$ cat src/rtl/irq_pending_encoder.sv
// Latched, handshaked 8-to-3 interrupt priority front-end with pending/mask registers.
// Define IRQ_LEVEL_MODE_EN for level-sensitive requests (no edge detect, no miss counting).
module irq_pending_encoder #(
  parameter logic [7:0] MASK_RESET = 8'h00
) (
  input  logic       clk_i,
  input  logic       rst_i,
  input  logic [7:0] req_i,
  input  logic       mask_we_i,
  input  logic [7:0] mask_din_i,
  input  logic       irq_ack_i,
  output logic       irq_valid_o,
  output logic [2:0] irq_id_o,
  output logic [7:0] pending_o,
  output logic [7:0] miss_cnt_o
);

  typedef enum logic {
    ST_IDLE    = 1'b0,
    ST_PRESENT = 1'b1
  } state_e;

  state_e     state_q;
  logic [7:0] pending_q, pending_d;
  logic [7:0] mask_q;
  logic       irq_valid_q;
  logic [2:0] irq_id_q;
  logic [7:0] rise;
  logic [7:0] clr;
  logic [7:0] cand;

  function automatic logic [2:0] top_idx(input logic [7:0] v);
    logic [2:0] idx;
    idx = 3'd0;
    for (int i = 0; i < 8; i++) begin
      if (v[i]) idx = 3'(i);
    end
    return idx;
  endfunction

`ifdef IRQ_LEVEL_MODE_EN
  assign rise       = req_i;
  assign miss_cnt_o = 8'h00;
`else
  logic [7:0] req_q;
  logic [7:0] miss_q, miss_d;
  logic       miss_any;

  assign rise = req_i & ~req_q;

  always_comb begin
    // set wins over clear, so a rise on the bit being acked is not a miss
    miss_any = |(rise & pending_q & ~clr);
    miss_d   = miss_q;
    if (miss_any && (miss_q != 8'hFF)) miss_d = miss_q + 8'd1;
  end

  always_ff @(posedge clk_i) begin
    if (rst_i) begin
      req_q  <= 8'h00;
      miss_q <= 8'h00;
    end else begin
      req_q  <= req_i;
      miss_q <= miss_d;
    end
  end

  assign miss_cnt_o = miss_q;
`endif

  always_comb begin
    clr = 8'h00;
    if (irq_valid_q && irq_ack_i) clr = 8'h01 << irq_id_q;
    pending_d = (pending_q & ~clr) | rise;
    cand      = pending_q & ~mask_q;
  end

  always_ff @(posedge clk_i) begin
    if (rst_i) begin
      pending_q <= 8'h00;
      mask_q    <= MASK_RESET;
    end else begin
      pending_q <= pending_d;
      if (mask_we_i) mask_q <= mask_din_i;
    end
  end

  // Selection uses the registered pending/mask, giving the 2-edge request latency.
  always_ff @(posedge clk_i) begin
    if (rst_i) begin
      state_q     <= ST_IDLE;
      irq_valid_q <= 1'b0;
      irq_id_q    <= 3'd0;
    end else begin
      case (state_q)
        ST_IDLE: begin
          if (cand != 8'h00) begin
            irq_id_q    <= top_idx(cand);
            irq_valid_q <= 1'b1;
            state_q     <= ST_PRESENT;
          end
        end
        ST_PRESENT: begin
          if (irq_ack_i) begin
            irq_valid_q <= 1'b0;
            state_q     <= ST_IDLE;
          end
        end
        default: begin
          irq_valid_q <= 1'b0;
          state_q     <= ST_IDLE;
        end
      endcase
    end
  end

  assign irq_valid_o = irq_valid_q;
  assign irq_id_o    = irq_id_q;
  assign pending_o   = pending_q;

endmodule
$ cat config.mk
export PLATFORM = sky130hd
export DESIGN_NAME = irq_pending_encoder
export DESIGN_NICKNAME = d
export VERILOG_FILES = /design/src/rtl/irq_pending_encoder.sv
export SDC_FILE = /design/constraint.sdc
export NUM_CORES = 1
export LEC_CHECK = 0
export ABC_CLOCK_PERIOD_IN_PS = 2800
export BUFFER_PORTS_ARGS = -buffer_cell sky130_fd_sc_hd__buf_2
export CORE_ASPECT_RATIO = 2
export CORE_MARGIN = 10
export CORE_UTILIZATION = 36
export CTS_BUF_LIST = sky130_fd_sc_hd__clkbuf_4 sky130_fd_sc_hd__clkbuf_8
export CTS_CLUSTER_DIAMETER = 120
export CTS_CLUSTER_SIZE = 25
export DETAILED_ROUTE_END_ITERATION = 7
export GPL_TIMING_DRIVEN = 0
export SKIP_CTS_REPAIR_TIMING = 1
export SYNTH_ARGS = -nofsm -noshare
export SYNTH_HDL_FRONTEND = slang
export SYNTH_SLANG_ARGS = --single-unit
$ cat constraint.sdc
create_clock -name clk_i -period 2.8 [get_ports clk_i]
set_input_delay 0.56 -clock clk_i [delete_from_list [all_inputs] [get_ports clk_i]]
set_output_delay 0.56 -clock clk_i [all_outputs]
set_load 0.005 [all_outputs]
# [Word-level counts from Yosys, hierarchy flattened]
# Cells that the tools add are included.
[classes] n_addsub=1 eq_ne=3 shifts=1 mux=14 n_bitwise=10 n_reduce_logical=6
[ops] operator="$and A8 B8 Y8" n=5
[ops] operator="$not A8 Y8" n=3
[ops] operator="$mux W3" n=6
[ops] operator="$add A8 B1 Y8 const B" n=1
[ops] operator="$mux W8" n=1
[ops] operator="$ne A8 B8 Y1 const B" n=1
[ops] operator="$or A8 B8 Y8" n=1
[ops] operator="$reduce_bool A8 Y1" n=1
[ops] operator="$reduce_or A8 Y1" n=1
[ops] operator="$shl A1 B3 Y8 const A" n=1
[ops] operator="$mux W1" n=5
[ops] operator="$ne A2 B2 Y1 const B" n=2
[ops] operator="$pmux W1 S2" n=2
[ops] operator="$reduce_and A2 Y1" n=2
[ops] operator="$logic_and A1 B1 Y1" n=2
[ops] operator="$not A1 Y1" n=1
[word_totals] reg_bits=37 inputBits=20 out_inout_bits=20 wordCells=42

# [Depth between registers and ports, before layout]
# Gate-level depths: netlist of run 1.
[logic_depth] ltp_word=9 depth_mapped=7 mapped_depth_nobuf=7

# [Worst setup path after synthesis of run 1]
# No wires, ideal clock.
[synth_path] path_type="input to register" from="in req_i[1]" to="reg miss_q[7] (netlist: miss_cnt_o[7])" setup_ps=71 arrival_ps=1843 required_ps=2729 slack_ps=886 cell_stages=6 path_buffers=0 cell_sequence="or2b_2 > o22a_1 > o221ai_2 > o21ai_4 > or4_1 > a21oi_1"
[synth_between] elab_chain_len=5
[synth_rtl] item="from (decl)" line_no="8" source="input logic [7:0] req_i,"
[synth_rtl] item="$and A8 B8 Y8" line_no="49" source="assign rise = req_i & ~req_q;"
[synth_rtl] item="$and A8 B8 Y8 (2 in series)" line_no="53" source="miss_any = |(rise & pending_q & ~clr);"
[synth_rtl] item="$reduce_or A8 Y1" line_no="53"
[synth_rtl] item="$logic_and A1 B1 Y1" line_no="55" source="if (miss_any && (miss_q != 8'hFF)) miss_d = miss_q + 8'd1;"
[synth_rtl] item="to (signal assigned)" line_no="64" source="miss_q <= miss_d;"
[synth_rtl] item="to (decl)" line_no="46" source="logic [7:0] miss_q, miss_d;"
# Every way passes these cells.
# A chain may end at the register's enable or synchronous reset.

# [Final worst setup path of run 1]
[layout_path] from="reg irq_id_q[1] (netlist: irq_id_o[1])" to="reg miss_q[1] (netlist: miss_cnt_o[1])"
[layout_between] elab_chain_len=6
[layout_rtl] item="from (decl)" line_no="27" source="logic [2:0] irq_id_q;"
[layout_rtl] item="from (signal assigned)" line_no="98" source="irq_id_q <= top_idx(cand);"
[layout_rtl] item="$shl A1 B3 Y8" line_no="73" source="if (irq_valid_q && irq_ack_i) clr = 8'h01 << irq_id_q;"
[layout_rtl] item="$mux W8" line_no="73"
[layout_rtl] item="$not A8 Y8" line_no="53"
[layout_rtl] item="$and A8 B8 Y8" line_no="53"
[layout_rtl] item="$reduce_or A8 Y1" line_no="53"
[layout_rtl] item="$logic_and A1 B1 Y1" line_no="55"
# Every way passes these cells.

==> impl_metrics.tcl, run 1 <==
set metrics [dict create \
    outcome "finished clean" \
    syn_inst 163 \
    worst_pin_slew_ns 0.547 \
    syn_area_um2 1540 \
    synth_compound_area_frac 0.194 \
    ios 40 \
    grt_max_degree 11 \
    root_buffer "clkbuf_8" \
    drt_pass1_iterations 6 \
    fillers 426 \
    leakage_uw 0.000819 \
    track_usage 0.102 \
    wl_per_cell_um 14.6 \
    cap_violations 0 \
    clock-sinks 37 \
    yosys_register_bits 37 \
    antenna_violating_nets_post_route 0 \
    seq_area_um2 741 \
    core_um2 4130 \
    multi_input_area_um2 758 \
    netlist-cell-type-count 40 \
    hold_start "mask_q[1]" \
    rows 33 \
    synth_seq_area_share 0.480 \
    holdCritPathClass "register to register" \
    die_w_um 66.3 \
    die_h_um 113 \
    portBuffers 37 \
    synth-simple-area-share 0.219 \
    ys_async_sr_fraction 0 \
    hold_path_depth 2 \
    insertion_delay_ns 0.29 \
    avgSynthCellArea_um2 9.47 \
    layout-drive-gt1-share 0.256 \
    synth-edff-count 0 \
    syn_to_final_growth_pct 22.0 \
    clockBufferDepth 2 \
    reg2reg_from "irq_id_o[1]" \
    cp_slowest_cell "dfxtp_1" \
    ys_top_cells_by_area "dfxtp_1 (48%), mux2i_1 (5.8%), nor2b_1 (5.3%), nor2_1 (4.4%), a21oi_1 (4.2%)" \
    hold_viol_final 0 \
    grt_pass1_wl_um 5930 \
    rsz0062_at_grt "false" \
    setup_violations 0 \
    design_area_um2 1880 \
    place_ws_ns 0.662 \
    routed_wl_um 3770 \
    clock_skew_ns 0.00480 \
    cts_buffers 5 \
    grt_pass1_vias 1334 \
    cts_tree "done" \
    yosys.area_share.adder 0.00810 \
    synth_top_family_by_area "simple AND/OR/NAND/NOR gates" \
    synth_nets 184 \
    critPathCaptureType "register" \
    antenna_found_initial 0 \
    yosys_warnings 0 \
    critPathKind "register to register" \
    start_kind "register" \
    cpPeakStageDelay_ns 0.48 \
    yosys.area_share.xor_xnor 0.0113 \
    clkTransAtPathRegs_ns 0.07 \
    grt_overflow_total 0 \
    relSlewSlack 0.636 \
    h-tree-depth 2 \
    drtIter0Drc 33 \
    initial_utilization 0.374 \
    synthMuxAreaShare 0.0583 \
    required_ns 2.96 \
    tns_ns 0 \
    n_antenna_cell 0 \
    synth.most_common_cell "dfxtp_1" \
    period_minus_slack_ns 1.94 \
    drc 0 \
    routed_via_density 4.99 \
    synthTopCellsByCount "dfxtp_1 (37), nor2_1 (18), a21oi_1 (13), nor2b_1 (13), mux2i_1 (9)" \
    die_area_um2 7470 \
    place_area_um2 1790 \
    crit_chain "or2b_1 > o21ai_0 > o221ai_2 > o21ai_4 > mux2i_1 > nor2_1" \
    drv_slew 0 \
    power_density_nw_per_um2 620 \
    synth_top_area_frac 0.480 \
    hold_ws_ns 0.487 \
    vias 1292 \
    cp.arrival_ns 2.10 \
    ir_drop_v 0.000353 \
    fmax_mhz 515 \
    yosysTopAreaCell "dfxtp_1" \
    place.gp.congestion 0.747 \
    critPathMaxFanout 10 \
    ff2ff_path_depth 6 \
    critPathLaunch "irq_id_o[1]" \
    nets 228 \
    dp_hpwl_um 2980 \
    ys.flop_type "dfxtp_1" \
    period_share 0.694 \
    fin_ws_ns 0.856 \
]
## layer usage
layer  part of all wire  vias up  track usage
met5                  0        -            0
met4              0.015        0       0.0506
met3              0.078        5       0.0458
met2               0.53       35        0.189
met1               0.38      592       0.0843
li1                   -      660            -
## report_power, final
part | switching [uW] | leakage (uW) | internal (uW)
Clock | 179 | 0.0000477 | 205
Combinational | 97.6 | 0.000465 | 86.3
Sequential | 35.2 | 0.000306 | 566
Total | 312 | 0.000819 | 857
## metrics by stage
stage,util,instances,total power [uW]
detailed placement,0.435,252,799
floorplan,-,163,725
global route,0.456,259,1220
CTS,0.456,259,1180
finish,0.456,259,1170
global placement,0.435,252,797
## layout make-up
class / instances / share of cell area
multi-input combinational: 114 / 0.402
sequential: 37 / 0.393
timing repair buffer: 37 / 0.0983
clock buffer: 7 / 0.0478
tap: 52 / 0.0345
inverter: 7 / 0.0139
buffer: 5 / 0.00996
## final timing paths
kind                                      end  slack [ns]
worst min register to register      mask_q[1]        0.49
worst min-delay path                mask_q[1]        0.49
worst max-delay path            miss_cnt_o[1]        0.86
worst max register to register  miss_cnt_o[1]        0.86
## placed cells by master (no fill, tap or decap), types with 2 or more instances in the layout
master,n
o21ai_1,3
inv_1,7
nand2_1,5
dfxtp_1,37
or3_1,2
buf_2,37
nor2_1,18
nand2b_1,8
o22a_1,3
clkbuf_8,6
nor2b_1,13
a21oi_1,13
o2111ai_1,2
o221ai_2,2
a211oi_1,2
nor3_1,2
mux2i_1,9
xor2_1,2
clkbuf_1,5
o31ai_1,3
o21ai_0,6
## cells by family (layout without fill, tap and decap cells)
group                    count (synthesis)  in the layout
multiplexers                             9              9
buffers and inverters                   12             56
adder cells (fa/ha/maj)                  1              1
flip-flops                              37             37
AO/OA/AOI/OAI                           42             42
AND/OR/NAND/NOR                         60             60
XOR/XNOR                                 2              2
## registers in the layout, indices dropped and copies added, names as in the netlist
name / cells
mask_q: 8
miss_cnt_o: 8
pending_o: 8
req_q: 8
irq_id_o: 3
irq_valid_o: 1
state_q: 1
## worst max-delay path: cells and delay by family (launching register included)
family	cells	cell delay, ns
simple gates	2	0.33
mux	1	0.23
flops	1	0.48
compound gates	3	0.78
Power figures use the tool's default switching activity.
==> inputs of run 2 (changes only) <==
- ABC_CLOCK_PERIOD_IN_PS: 2800 -> 1800
- clock period: 2.8 -> 1.8 ns (I/O delays scaled with it)
==> impl_metrics.tcl, run 2 (synthesized netlist as in run 1, its figures left out) <==
set metrics [dict create \
    outcome "finished clean" \
    place_ws_ns -0.138 \
    hold_end "req_q[1]" \
    required_ns 1.95 \
    critical-path-top-delay-family "compound AO/OA/AOI/OAI gates" \
    clockBufferDepth 2 \
    dp_hpwl_um 2980 \
    period_share 0.960 \
    wl_met3_um 284 \
    die_h_um 113 \
    routed_wl_um 3850 \
    place_area_um2 1790 \
    drtIter0Drc 29 \
    multi_input_area_um2 850 \
    fin_ws_ns 0.0727 \
    wl_per_cell_um 14.7 \
    h-tree-depth 2 \
    root_buffer "clkbuf_8" \
    p_int_uw 1360 \
    syn_to_final_growth_pct 29.7 \
    cts_buffers 5 \
    seq_area_um2 753 \
    insertion_delay_ns 0.28 \
    sw_frac_of_total 0.272 \
    start_kind "register" \
    critPathCaptureType "register" \
    drc 0 \
    pwr-share-comb 0.173 \
    grt_overflow_total 0 \
    drt_pass1_iterations 4 \
    ios 40 \
    critPathKind "register to register" \
    rrSetupSlack_ns 0.07 \
    grt_pass1_wl_um 5930 \
    cap_violations 0 \
    rsz0062_at_grt "true" \
    die_area_um2 7470 \
    clkTransAtPathRegs_ns 0.07 \
    fillers 416 \
    period_minus_slack_ns 1.73 \
    holdCritPathClass "primary input to register" \
    mostFrequentLayoutCells "buf_2 (37), dfxtp_1 (33), nor2_1 (18)" \
    place.gp.congestion 0.747 \
    final_common_cell "buf_2" \
    dr.max_layer_used "met4" \
    power_density_nw_per_um2 931 \
    portBuffers 37 \
    core_um2 4130 \
    worst_pin_slew_ns 0.549 \
    cp_slowest_cell "dfxtp_4" \
    p_clk_frac 0.317 \
    cp.arrival_ns 1.88 \
    critPathMaxFanout 7 \
    hold_start "req_i[1]" \
    ir_drop_v 0.000562 \
    switchingPower_uw 507 \
    relSlewSlack 0.634 \
    clock_skew_ns 0.00443 \
    design_area_um2 2000 \
    grt_max_degree 11 \
    cts_tree "done" \
    wl_met1_um 1420 \
    initial_utilization 0.374 \
    fmax_mhz 579 \
    cpPeakStageDelay_ns 0.38 \
    n_antenna_cell 0 \
    hold_path_depth 2 \
    wl_met2_um 2090 \
    seq_power_share 0.509 \
    drv_slew 0 \
    antenna_found_initial 0 \
    ff2ff_path_depth 7 \
    cp_num_buf_inv 0 \
    hold_viol_final 0 \
    clock-sinks 37 \
    rows 33 \
    track_usage 0.102 \
    reg2reg_to "miss_cnt_o[1]" \
    vias 1310 \
    routed_via_density 5.00 \
    crit_chain "nand2b_2 > o21ai_1 > o22a_1 > o221ai_4 > o21ai_4 > mux2i_1 > nor2_1" \
    layout-drive-gt1-share 0.329 \
    nets 231 \
    grt_pass1_vias 1334 \
    reg2reg_from "irq_id_o[1]" \
    setup_violations 0 \
    antenna_violating_nets_post_route 0 \
    die_w_um 66.3 \
    leakage_uw 0.000858 \
    post-route-util 0.485 \
]
==> run 2: power groups by stage <==
stage / Clock (uW) / Sequential (uW) / Combinational [uW]
finish: 592 / 950 / 324
global route: 647 / 959 / 360
CTS: 616 / 935 / 291
detailed placement: 0 / 954 / 289
global placement: 0 / 953 / 287
floorplan: 0 / 945 / 183
==> run 2: layer usage <==
layer,vias to the layer above,global-route usage
met3,5,0.0458
met5,-,0
met2,34,0.189
met4,0,0.0506
met1,603,0.0843
li1,668,-
==> run 2: metrics by stage <==
step | total power [uW] | hold WS (ns) | TNS, ns | cells
after detailed placement | 1240 | 0.473 | -0.623 | 252
after global placement | 1240 | 0.467 | -0.588 | 252
after global routing | 1970 | 0.306 | -0.0226 | 262
final | 1860 | 0.295 | 0 | 262
after CTS | 1840 | 0.289 | -0.551 | 259
after floorplan | 1130 | 0.451 | 0 | 163
==> run 2: worst reg2reg max path, delay by kind of cell, from the launching register on <==
kind,cells,cell delay (ns)
DFF,1,0.38
muxes,1,0.22
AOI/OAI and AO/OA,4,0.75
and+or+nand+nor,2,0.25
==> run 2: how the worst max path moves through the flow <==
stage | slack, ns | from | cells past startpoint | to
2_1_floorplan | 0.09 | req_i[1] | 6 | miss_cnt_o[7]
3_3_place_gp | -0.14 | irq_ack_i | 7 | miss_cnt_o[7]
3_5_place_dp | -0.14 | req_i[1] | 7 | miss_cnt_o[7]
4_1_cts | -0.13 | irq_id_o[1] | 6 | miss_cnt_o[1]
5_1_grt | -0.01 | irq_id_o[1] | 7 | miss_cnt_o[1]
6_report | 0.07 | irq_id_o[1] | 7 | miss_cnt_o[1]
==> run 2: cell type report <==
class	count	share of cell area
multi-input combinational	115	0.424
sequential	37	0.376
timing repair buffer	39	0.0999
clock buffer	7	0.0450
tap	52	0.0325
inverter	7	0.0131
buffer	5	0.00937
==> inputs of run 3 (changes only) <==
- CTS_CLUSTER_SIZE: 25 -> 28
- PLACE_DENSITY: not set -> 0.54
==> impl_metrics.tcl, run 3 (synthesized netlist as in run 1, its figures left out) <==
set metrics [dict create \
    fillers 412 \
    core_um2 4130 \
    portBuffers 37 \
    ir_drop_v 0.000569 \
    dp_hpwl_um 3200 \
    critPathMaxFanout 5 \
    multi_input_area_um2 841 \
    antenna_found_initial 0 \
    drt_pass1_iterations 4 \
    place_area_um2 1790 \
    grt_max_degree 12 \
    grt_pass1_vias 1388 \
    drtIter0Drc 22 \
    place_ws_ns -0.133 \
    dp_cells 252 \
    cts_tree "done" \
    crit_cells 7 \
    worst_pin_slew_ns 0.563 \
    cp_num_buf_inv 0 \
    rows 33 \
    cp_slowest_cell "or4_4" \
    hold_path_depth 2 \
    initial_utilization 0.374 \
    hold_viol_final 0 \
    period_share 0.960 \
    clkTransAtPathRegs_ns 0.08 \
    drc 0 \
    critPathKind "register to register" \
    mostFrequentLayoutCells "buf_2 (37), dfxtp_1 (33), nor2_1 (18)" \
    crit_chain "nand3b_4 > o21ai_2 > o22a_1 > o221ai_4 > o21ai_4 > or4_4 > a21oi_2" \
    critical-path-top-delay-family "compound AO/OA/AOI/OAI gates" \
    clock-sinks 37 \
    setup_violations 0 \
    n_antenna_cell 0 \
    insertion_delay_ns 0.29 \
    vias 1368 \
    relSlewSlack 0.624 \
    root_buffer "clkbuf_8" \
    die_w_um 66.3 \
    required_ns 2.02 \
    final_common_cell "buf_2" \
    syn_to_final_growth_pct 29.4 \
    layout-drive-gt1-share 0.329 \
    track_usage 0.105 \
    p_total_uw 1900 \
    grt_overflow_total 0 \
    period_minus_slack_ns 1.73 \
    cap_violations 0 \
    cts_buffers 5 \
    cpPeakStageDelay_ns 0.43 \
    clock_skew_ns 0.00759 \
    die_h_um 113 \
    start_kind "register" \
    fmax_mhz 578 \
    holdCritPathClass "primary input to register" \
    power_density_nw_per_um2 951 \
    rsz0062_at_grt "true" \
    place.gp.congestion 0.754 \
    wl_per_cell_um 15.4 \
    h-tree-depth 2 \
    antenna_violating_nets_post_route 0 \
    routed_via_density 5.22 \
    grt_pass1_wl_um 6240 \
    stdcell_count 262 \
    routed_wl_um 4030 \
    ios 40 \
    leakage_uw 0.000859 \
    clockBufferDepth 2 \
    tns_ns 0 \
    critPathCaptureType "register" \
    design_area_um2 2000 \
    ff2ff_path_depth 7 \
    outcome "finished clean" \
    cp.arrival_ns 1.95 \
    die_area_um2 7470 \
    seq_area_um2 753 \
    nets 230 \
    drv_slew 0 \
    fin_ws_ns 0.0712 \
]
-- run 3: cell type report --
type | count | share of cell area
sequential | 37 | 0.377
timing repair buffer | 38 | 0.0964
multi-input combinational | 115 | 0.421
inverter | 7 | 0.0131
clock buffer | 7 | 0.0482
buffer | 5 | 0.00939
clock inverter | 1 | 0.00250
tap | 52 | 0.0326
-- run 3: layer usage --
layer / part of all wire / GRT usage / vias to the layer above
met5: 0 / 0 / -
met4: 0.018 / 0.0506 / 0
met3: 0.079 / 0.0398 / 8
met2: 0.57 / 0.197 / 43
met1: 0.33 / 0.0913 / 652
li1: - / - / 665
-- run 3: worst register-to-register path, cell delays in order, from the launching register on --
cell      delay (ns)
dfxtp_4         0.38
nand3b_4        0.18
o21ai_2         0.07
o22a_1          0.24
o221ai_4        0.11
o21ai_4         0.13
or4_4           0.43
a21oi_2         0.12
-- run 3: path summary, 6_finish.rpt --
check | end | slack (ns) | from
worst min-delay path | req_q[1] | 0.30 | req_i[1]
worst max-delay path | miss_cnt_o[7] | 0.07 | irq_id_o[2]
worst min register to register | mask_q[1] | 0.49 | mask_q[1]
worst max register to register | miss_cnt_o[7] | 0.07 | irq_id_o[2]
-- run 3: through the flow --
step | hold slack [ns] | util
4_1_cts | 0.293 | 0.459
2_1_floorplan | 0.451 | -
3_3_place_gp | 0.469 | 0.435
6_report | 0.299 | 0.484
5_1_grt | 0.298 | 0.484
3_5_place_dp | 0.483 | 0.435
-- run 3: where the power goes --
part | leakage [uW] | switching (uW) | internal (uW)
logic | 0.000497 | 172 | 153
clock network | 0.0000542 | 286 | 346
registers | 0.000308 | 60.6 | 884
total | 0.000859 | 518 | 1380
